File: src/rtl/tenthirty_core_multi.sv
// Ten-and-a-half round engine for NUM_PLAYERS players plus an auto-playing dealer.
// Define TENTHIRTY_AUTOSTAND_EN to end a player's turn automatically on exactly 21 half-points.
module tenthirty_lane #(
    parameter int CW        = 3,
    parameter int MAX_CARDS = 5
) (
    input  logic [5:0]    p_score,
    input  logic [CW-1:0] p_cnt,
    input  logic [5:0]    d_score,
    output logic [1:0]    res
);
    always_comb begin
        if (p_score > 6'd21)                res = 2'b10;
        else if (p_cnt == CW'(MAX_CARDS))   res = 2'b01;
        else if (d_score > 6'd21)           res = 2'b01;
        else if (p_score > d_score)         res = 2'b01;
        else if (p_score == d_score)        res = 2'b11;
        else                                res = 2'b10;
    end
endmodule

module tenthirty_core_multi #(
    parameter int NUM_PLAYERS  = 1,
    parameter int MAX_CARDS    = 5,
    parameter int DIV_BIT      = 4,
    parameter int DEALER_STAND = 14,
    localparam int PW = (NUM_PLAYERS > 1) ? $clog2(NUM_PLAYERS) : 1
) (
    input  logic                     clk,
    input  logic                     rst_n,
    input  logic                     btn_m,
    input  logic                     btn_r,
    input  logic [3:0]               card_val,
    input  logic                     card_ack,
    output logic                     card_req,
    output logic [PW-1:0]            cur_player,
    output logic                     dealer_turn,
    output logic [6*NUM_PLAYERS-1:0] player_score,
    output logic [5:0]               dealer_score,
    output logic [2*NUM_PLAYERS-1:0] result,
    output logic                     result_valid,
    output logic [2:0]               led
);
    localparam int CW = $clog2(MAX_CARDS + 1);

    typedef enum logic [2:0] {IDLE, REQ, EVAL, PLAY, RESULT} state_t;
    state_t state;

    logic [DIV_BIT:0]                   div_cnt;
    logic                               bm_prev, br_prev;
    logic [NUM_PLAYERS-1:0][5:0]        p_score;
    logic [NUM_PLAYERS-1:0][CW-1:0]     p_cnt;
    logic [5:0]                         d_score;
    logic [CW-1:0]                      d_cnt;
    logic [NUM_PLAYERS-1:0][1:0]        res_w;
    logic [5:0]                         card_pts, tgt_score;
    logic [CW-1:0]                      tgt_cnt;
    logic                               card_ok, p_done, d_done, next_pl;

    wire tick   = &div_cnt;
    wire m_edge = tick & btn_m & ~bm_prev;
    wire r_edge = tick & btn_r & ~br_prev;

    assign player_score = p_score;
    assign dealer_score = d_score;

    always_comb begin
        card_pts = 6'd0;
        card_ok  = 1'b0;
        if (card_val >= 4'd1 && card_val <= 4'd10) begin
            card_pts = {1'b0, card_val, 1'b0};
            card_ok  = 1'b1;
        end else if (card_val >= 4'd11 && card_val <= 4'd13) begin
            card_pts = 6'd1;
            card_ok  = 1'b1;
        end
    end

    // Hand currently being dealt to: dealer once dealer_turn is set, else cur_player.
    always_comb begin
        tgt_score = d_score;
        tgt_cnt   = d_cnt;
        if (!dealer_turn)
            for (int i = 0; i < NUM_PLAYERS; i++)
                if (cur_player == PW'(i)) begin
                    tgt_score = p_score[i];
                    tgt_cnt   = p_cnt[i];
                end
    end

    always_comb begin
        p_done = (tgt_score > 6'd21) || (tgt_cnt == CW'(MAX_CARDS));
`ifdef TENTHIRTY_AUTOSTAND_EN
        p_done = p_done || (tgt_score == 6'd21);
`endif
        d_done  = (tgt_score > 6'd21) || (tgt_cnt == CW'(MAX_CARDS)) ||
                  (tgt_score >= 6'(DEALER_STAND));
        next_pl = ((state == EVAL) && !dealer_turn && p_done) || ((state == PLAY) && r_edge);
    end

    for (genvar g = 0; g < NUM_PLAYERS; g++) begin : g_lane
        tenthirty_lane #(.CW(CW), .MAX_CARDS(MAX_CARDS)) u_lane (
            .p_score (p_score[g]),
            .p_cnt   (p_cnt[g]),
            .d_score (d_score),
            .res     (res_w[g])
        );
    end

    always_ff @(posedge clk) begin
        if (!rst_n) begin
            state        <= IDLE;
            div_cnt      <= '0;
            bm_prev      <= 1'b0;
            br_prev      <= 1'b0;
            p_score      <= '0;
            p_cnt        <= '0;
            d_score      <= '0;
            d_cnt        <= '0;
            result       <= '0;
            result_valid <= 1'b0;
            led          <= 3'b000;
            card_req     <= 1'b0;
            cur_player   <= '0;
            dealer_turn  <= 1'b0;
        end else begin
            div_cnt <= div_cnt + 1'b1;
            if (tick) begin
                bm_prev <= btn_m;
                br_prev <= btn_r;
            end
            if (next_pl) begin
                if (int'(cur_player) < NUM_PLAYERS - 1) cur_player <= cur_player + 1'b1;
                else                                    dealer_turn <= 1'b1;
                card_req <= 1'b1;
                state    <= REQ;
            end else begin
                case (state)
                    IDLE, RESULT: if (m_edge) begin
                        p_score      <= '0;
                        p_cnt        <= '0;
                        d_score      <= '0;
                        d_cnt        <= '0;
                        result       <= '0;
                        result_valid <= 1'b0;
                        led          <= 3'b000;
                        cur_player   <= '0;
                        dealer_turn  <= 1'b0;
                        card_req     <= 1'b1;
                        state        <= REQ;
                    end
                    // Out-of-range ranks are swallowed; card_req stays up for a real card.
                    REQ: if (card_ack && card_ok) begin
                        if (dealer_turn) begin
                            d_score <= d_score + card_pts;
                            d_cnt   <= d_cnt + 1'b1;
                        end else begin
                            for (int i = 0; i < NUM_PLAYERS; i++)
                                if (cur_player == PW'(i)) begin
                                    p_score[i] <= p_score[i] + card_pts;
                                    p_cnt[i]   <= p_cnt[i] + 1'b1;
                                end
                        end
                        card_req <= 1'b0;
                        state    <= EVAL;
                    end
                    EVAL: if (!dealer_turn) begin
                        state <= PLAY;
                    end else if (d_done) begin
                        result       <= res_w;
                        result_valid <= 1'b1;
                        dealer_turn  <= 1'b0;
                        case (res_w[0])
                            2'b01:   led <= 3'b100;
                            2'b11:   led <= 3'b010;
                            2'b10:   led <= 3'b001;
                            default: led <= 3'b000;
                        endcase
                        state <= RESULT;
                    end else begin
                        card_req <= 1'b1;
                        state    <= REQ;
                    end
                    PLAY: if (m_edge) begin
                        card_req <= 1'b1;
                        state    <= REQ;
                    end
                    default: state <= IDLE;
                endcase
            end
        end
    end
endmodule
File: config.mk
export PLATFORM = sky130hd
export DESIGN_NAME = tenthirty_core_multi
export DESIGN_NICKNAME = d
export VERILOG_FILES = /design/src/rtl/tenthirty_core_multi.sv
export SDC_FILE = /design/constraint.sdc
export NUM_CORES = 1
export LEC_CHECK = 0
export BUFFER_PORTS_ARGS = -buffer_cell sky130_fd_sc_hd__buf_2
export CAP_MARGIN = 20
export CORE_MARGIN = 10
export CORE_UTILIZATION = 45
export DETAILED_ROUTE_END_ITERATION = 8
export GPL_TIMING_DRIVEN = 1
export PLACE_DENSITY = 0.68
export SYNTH_ARGS = -nofsm -noshare
export SYNTH_HDL_FRONTEND = slang
export SYNTH_HIERARCHICAL = 1
export SYNTH_SLANG_ARGS = --single-unit
File: constraint.sdc
create_clock -name clk -period 2.54 [get_ports clk]
set_input_delay 0.508 -clock clk [delete_from_list [all_inputs] [get_ports clk]]
set_output_delay 0.508 -clock clk [all_outputs]
set_load 0.05 [all_outputs]
==> impl_metrics.toml, run 1 <==
[routing]
dr.pass1.iters = 5
ant_nets = 0
route.detailed.drc = 0
viasPerCell = 5.527
vias = 2045
drt-total-wl_um = 5498
post_drt_wl_per_cell_um = 14.86
drt_iter0_drc = 198

[setup_path]
path_cells = "ha_1, and3_1, ha_1, nand3b_1, or3_1, buf_4, nand2_1, nor3_2"
critPathMaxFanout = 10
crit_type = "flip-flop to flip-flop"
end_kind = "flip-flop"
critical-path-slowest-cell = "or3_1"
crit_path_frequent_cell = "ha_1"
slowest_delay_ns = 0.38
crit_path_start_kind = "flip-flop"
required_ns = 2.71
crit_arrival_ns = 2.41

[sta]
finalSetupTns_ns = 0
worst_pin_slew_ns = 0.7444
period_needed_ns = 2.247
rsz0062_at_grt = "no"
fin_crit_sh_pct = 88.46
setup_viol = 0
fin_worst_skew_ns = 0.006442
hold_violations = 0
drv_slew = 0
maxSlewHeadroom_pct = 50.32
fmax_mhz = 445.0

[grt]
grt_antenna_before_repair = 0
gr-total-overflow = 0
grt_max_degree = 23
first_global_vias = 1889
track_usage_pct = 13.28
grt_pass1_wl_um = 9246

[clocking]
path_clk_slew_ns = 0.07
cts.path.max_buffers = 2
cts_setup_buffers = 0
root_buffer = "clkbuf_8"
htreeDepth = 2
clkSinkCount = 36
hold_buffers = 0
clock_latency_ns = 0.29
cts-resized-gates = 0
cts_tree = "done"
cts_made_buffers = 5

[yosys]
synth_edf_count = 0
synth.most_common_cell = "dfxtp_1"
synthTopCellsByArea = "dfxtp_1, ha_1, a21oi_1"
ys_types = 61
syn-num-nets = 304
seq_area_frac_synth_pct = 31.60
synthCells = 275
synth_commonest_cells = "dfxtp_1, a21oi_1, nand2_1"
avgSynthCellArea_um2 = 8.294
yosysTopAreaCell = "dfxtp_1"
synthArstFlopShare_pct = 0
yosys_warnings = 6
ys_ff_latch = 36
synth_ff_type = "dfxtp_1"
syn_area_mm2 = 0.002281
yosysTopAreaCellShare_pct = 31.60

[pwr]
clockPowerShare_pct = 43.9
power.share.sequential_pct = 49.8
intPower_uw = 882.0
switching_share_pct = 22.96
vdd_drop_max_mv = 0.3071
net-switching-power_uw = 262.9
p_comb_share_pct = 6.2
leakagePower_uw = 0.001092
p_per_area_mw_per_mm2 = 443.3

[place]
place_inst = 362
place.gp.congestion = 0.8476
port-buffer-count = 28
place_hpwl_um = 4135

[hold_path]
worstHoldPathType = "flip-flop to flip-flop"

[cells_and_area]
drive_above_1_share_pct = 16.50
areaGrowthSynthToFinish_pct = 13.22
fillers = 478
antenna-diode-count = 0
fin_cells = 370
nets = 331

[floorplanning]
die_area_mm2 = 0.008317
fp.dieH_um = 91.20
coreArea_mm2 = 0.004817
die_x_um = 91.20
io_pins = 30
initial_core_util_pct = 47.35
rows = 25

[flow_run]
maxCapViolCount = 0

[run_status]
outcome = "finished, final reports clean"
metal layers:
metal  track usage [%]  share of wire, %
met1             17.71                50
met5                 0                 0
met4             4.830               1.2
met3             3.292               3.9
met2             20.17                44
layout by cell type, fill, tap and decap left out, types with 3 or more instances in the layout:
cell	count
or3_1	5
inv_1	18
buf_2	28
and3_1	5
ha_1	18
o21ai_1	5
nand3_1	10
nand2_1	22
o31ai_1	4
dfxtp_1	36
nor2b_1	3
o21ai_0	7
nand3b_1	3
o21a_1	4
a21oi_1	28
nand4_1	3
nor2_1	18
and2_1	4
clkbuf_8	5
buf_4	3
a21o_1	5
a31oi_1	9
o32ai_1	3
xnor2_1	3
nor3_1	5
mux2i_1	4
through the flow:
| step | cell area (µm²) | setup WS (ns) | total power [µW] | hold WS (ns) | utilization, % |
|---|---|---|---|---|---|
| floorplan | 2281 | 0.1111 | 634.0 | 0.4179 | - |
| global placement | 2471 | 0.1658 | 653.7 | 0.4348 | 51.30 |
| detailed placement | 2471 | 0.1181 | 655.0 | 0.4426 | 51.30 |
| CTS | 2582 | 0.2980 | 1152 | 0.4595 | 53.61 |
| global route | 2582 | 0.1243 | 1185 | 0.4873 | 53.61 |
| finish | 2582 | 0.2930 | 1145 | 0.4571 | 53.61 |
power by group through the flow:
stage                     sequential, µW  clock [µW]  combinational [µW]
after floorplan                      583           0                50.7
after CTS                            571         510                71.1
final                                571         503                71.3
after detailed placement             584           0                71.1
after global routing                 571         533                81.2
after global placement               584           0                70.0
path summary, 6_finish.rpt:
kind | from | endpoint | slack (ns) | cells after the start
setup / recovery | div_cnt[0] | dealer_score[5] | 0.29 | 8
hold / removal | div_cnt[0] | div_cnt[0] | 0.46 | 1
setup reg to reg | div_cnt[0] | dealer_score[5] | 0.29 | 8
hold reg to reg | div_cnt[0] | div_cnt[0] | 0.46 | 1
registers in the layout, summed over array words and instances (netlist names), 2 cells and up:
signal and count:
led 3, result 2, div_cnt 5, dealer_score 6, state 3, d_cnt 3
p_cnt 3, player_score 6
kinds of logic (layout without fill, tap and decap cells):
kind of cell | count (synthesis) | after routing | synth area share [%]
compound gates | 85 | 85 | 24.68
xor+xnor | 5 | 5 | 1.920
fa+ha+maj | 20 | 20 | 11.63
buf+inv | 30 | 58 | 5.595
flops | 36 | 36 | 31.60
mux | 4 | 4 | 1.755
other cells | 1 | 1 | 0.1644
simple gates | 94 | 94 | 22.66
critical path, delay by kind of cell, from the launching register on:
kind | cells | cell delay, ns
and+or+nand+nor | 5 | 1.15
adders and majority gates | 2 | 0.43
DFF | 1 | 0.36
buffers and inverters | 1 | 0.19
cell type report:
class                   count  area (µm²)  area share, %
flip-flops and latches     36       720.7          27.91
clock inverters             3       42.54          1.647
clock buffers               5       68.82          2.665
well taps                  67       83.83          3.246
repair buffers             31       162.7          6.298
inverters                  19       71.32          2.762
multi-input cells         209        1433          55.47
Note: power is estimated with default switching activity, not from simulation.
==> run 2, diff against run 1 <==
CORE_ASPECT_RATIO = 1.5   (was not set)
SLEW_MARGIN = 10   (was not set)
==> impl_metrics.toml, run 2 (same netlist as run 1, synthesis figures left out) <==
[run_status]
outcome = "finished, final reports clean"

[cells_and_area]
fin_cells = 368
nets = 331
areaGrowthSynthToFinish_pct = 11.68
regArea_um2 = 720.7
layout_commonest_cell = "dfxtp_1"
drive_above_1_share_pct = 15.89
multi_input_comb_area_mm2 = 0.001433
final_cell_mix = "dfxtp_1, a21oi_1, buf_2"
antenna-diode-count = 0
fillers = 517

[sta]
whs_ns = 0.4522
maxSlewHeadroom_pct = 52.82
worst_pin_slew_ns = 0.7070
fmax_mhz = 425.7
hold_violations = 0
period_needed_ns = 2.349
setup_viol = 0
finalSetupTns_ns = 0
rsz0062_at_grt = "no"
fin_worst_skew_ns = 0.004033
fin_crit_sh_pct = 92.48
drv_slew = 0

[place]
place_inst = 361
place.gp.congestion = 0.8709
port-buffer-count = 28
place_hpwl_um = 4409

[routing]
drt-total-wl_um = 5654
vias = 2106
route.detailed.drc = 0
viasPerCell = 5.723
post_drt_wl_per_cell_um = 15.36
dr.pass1.iters = 4
ant_nets = 0
drt_iter0_drc = 99

[clocking]
cts_setup_buffers = 0
cts-resized-gates = 0
root_buffer = "clkbuf_8"
hold_buffers = 0
clock_latency_ns = 0.28
htreeDepth = 2
path_clk_slew_ns = 0.07
cts_made_buffers = 5
cts_tree = "done"
cts.path.max_buffers = 2
clkSinkCount = 36

[grt]
grt_use_met3_pct = 3.010
top_usage_layer = "met2"
grt_pass1_wl_um = 9749
grt_antenna_before_repair = 0
gr-total-overflow = 0
track_usage_pct = 14.13
grt_max_degree = 23
use_met2_pct = 25.35
first_global_vias = 2091
met1_usage_pct = 15.06

[setup_path]
reg2reg_from = "div_cnt[0]"
r2r_end = "led[1]"
rr_worst_depth = 7
end_kind = "flip-flop"
crit_path_start_kind = "flip-flop"
path_cells = "ha_1, and3_1, ha_1, nand3b_1, or3_1, a22oi_1, o32ai_1"
required_ns = 2.68
rrSetupSlack_ns = 0.19
critical-path-slowest-cell = "or3_1"
endpoint = "led[1]"
crit_path_frequent_cell = "ha_1"
crit_type = "flip-flop to flip-flop"
crit_arrival_ns = 2.49
worstSetupStartpoint = "div_cnt[0]"
critPathMaxFanout = 6
slowest_delay_ns = 0.47

[flow_run]
maxCapViolCount = 0

[pwr]
leakagePower_uw = 0.001078
vdd_drop_max_mv = 0.1703
p_per_area_mw_per_mm2 = 400.5

[floorplanning]
fp.dieH_um = 107.2
initial_core_util_pct = 46.67
die_area_mm2 = 0.008375
rows = 31
io_pins = 30
die_x_um = 78.13
coreArea_mm2 = 0.004887

[hold_path]
worstHoldPathType = "flip-flop to flip-flop"
==> run 2: cell types whose count changed in the layout (fill, tap and decap cells not counted), sizes merged <==
cell / delta
bufinv: -1
clkinvlp: -1
clkbuf: +1
==> run 2: cell type report <==
type,count,area share [%]
repair buffers,31,6.385
inverters,19,2.800
multi-input cells,209,56.24
clock buffers,6,2.849
well taps,66,3.242
clock inverters,1,0.1965
flip-flops and latches,36,28.29
==> run 2: stage by stage <==
stage	instance area, µm²	setup WS (ns)	util [%]	power (µW)
2_1_floorplan	2281	0.1111	-	634.0
3_3_place_gp	2470	0.1682	50.54	653.7
3_5_place_dp	2470	0.1111	50.54	654.9
4_1_cts	2547	0.1765	52.12	1030
5_1_grt	2547	0.04043	52.12	1060
6_report	2547	0.1911	52.12	1020
==> run 2: metal layers <==
metal  up-vias  share of wire, %
met4         0               3.1
li1       1059                 -
met5         -                 0
met2        46                51
met1       985                42
met3        16               4.0
==> run 2: how the worst min path moves through the flow <==
stage,start,to,slack [ns],depth (start not counted)
after global placement,div_cnt[0],div_cnt[0],0.43,1
after global routing,div_cnt[0],div_cnt[0],0.48,1
after CTS,div_cnt[0],div_cnt[0],0.46,1
after detailed placement,div_cnt[0],div_cnt[0],0.45,1
final,div_cnt[0],div_cnt[0],0.45,1
after floorplan,div_cnt[0],div_cnt[0],0.42,1
==> run 2: report_power, final <==
group	total, µW	internal, µW	switching [µW]
Combinational	70.1	23.7	46.4
Sequential	571	568	2.52
Clock	379	186	193
Total	1020	778	242
==> run 2: worst max-delay path: cells and delay by family (launching register included) <==
kind,cells,cell delay [ns]
AO/OA/AOI/OAI,2,0.58
adder cells (fa/ha/maj),2,0.43
AND/OR/NAND/NOR,3,0.85
flip-flops,1,0.35
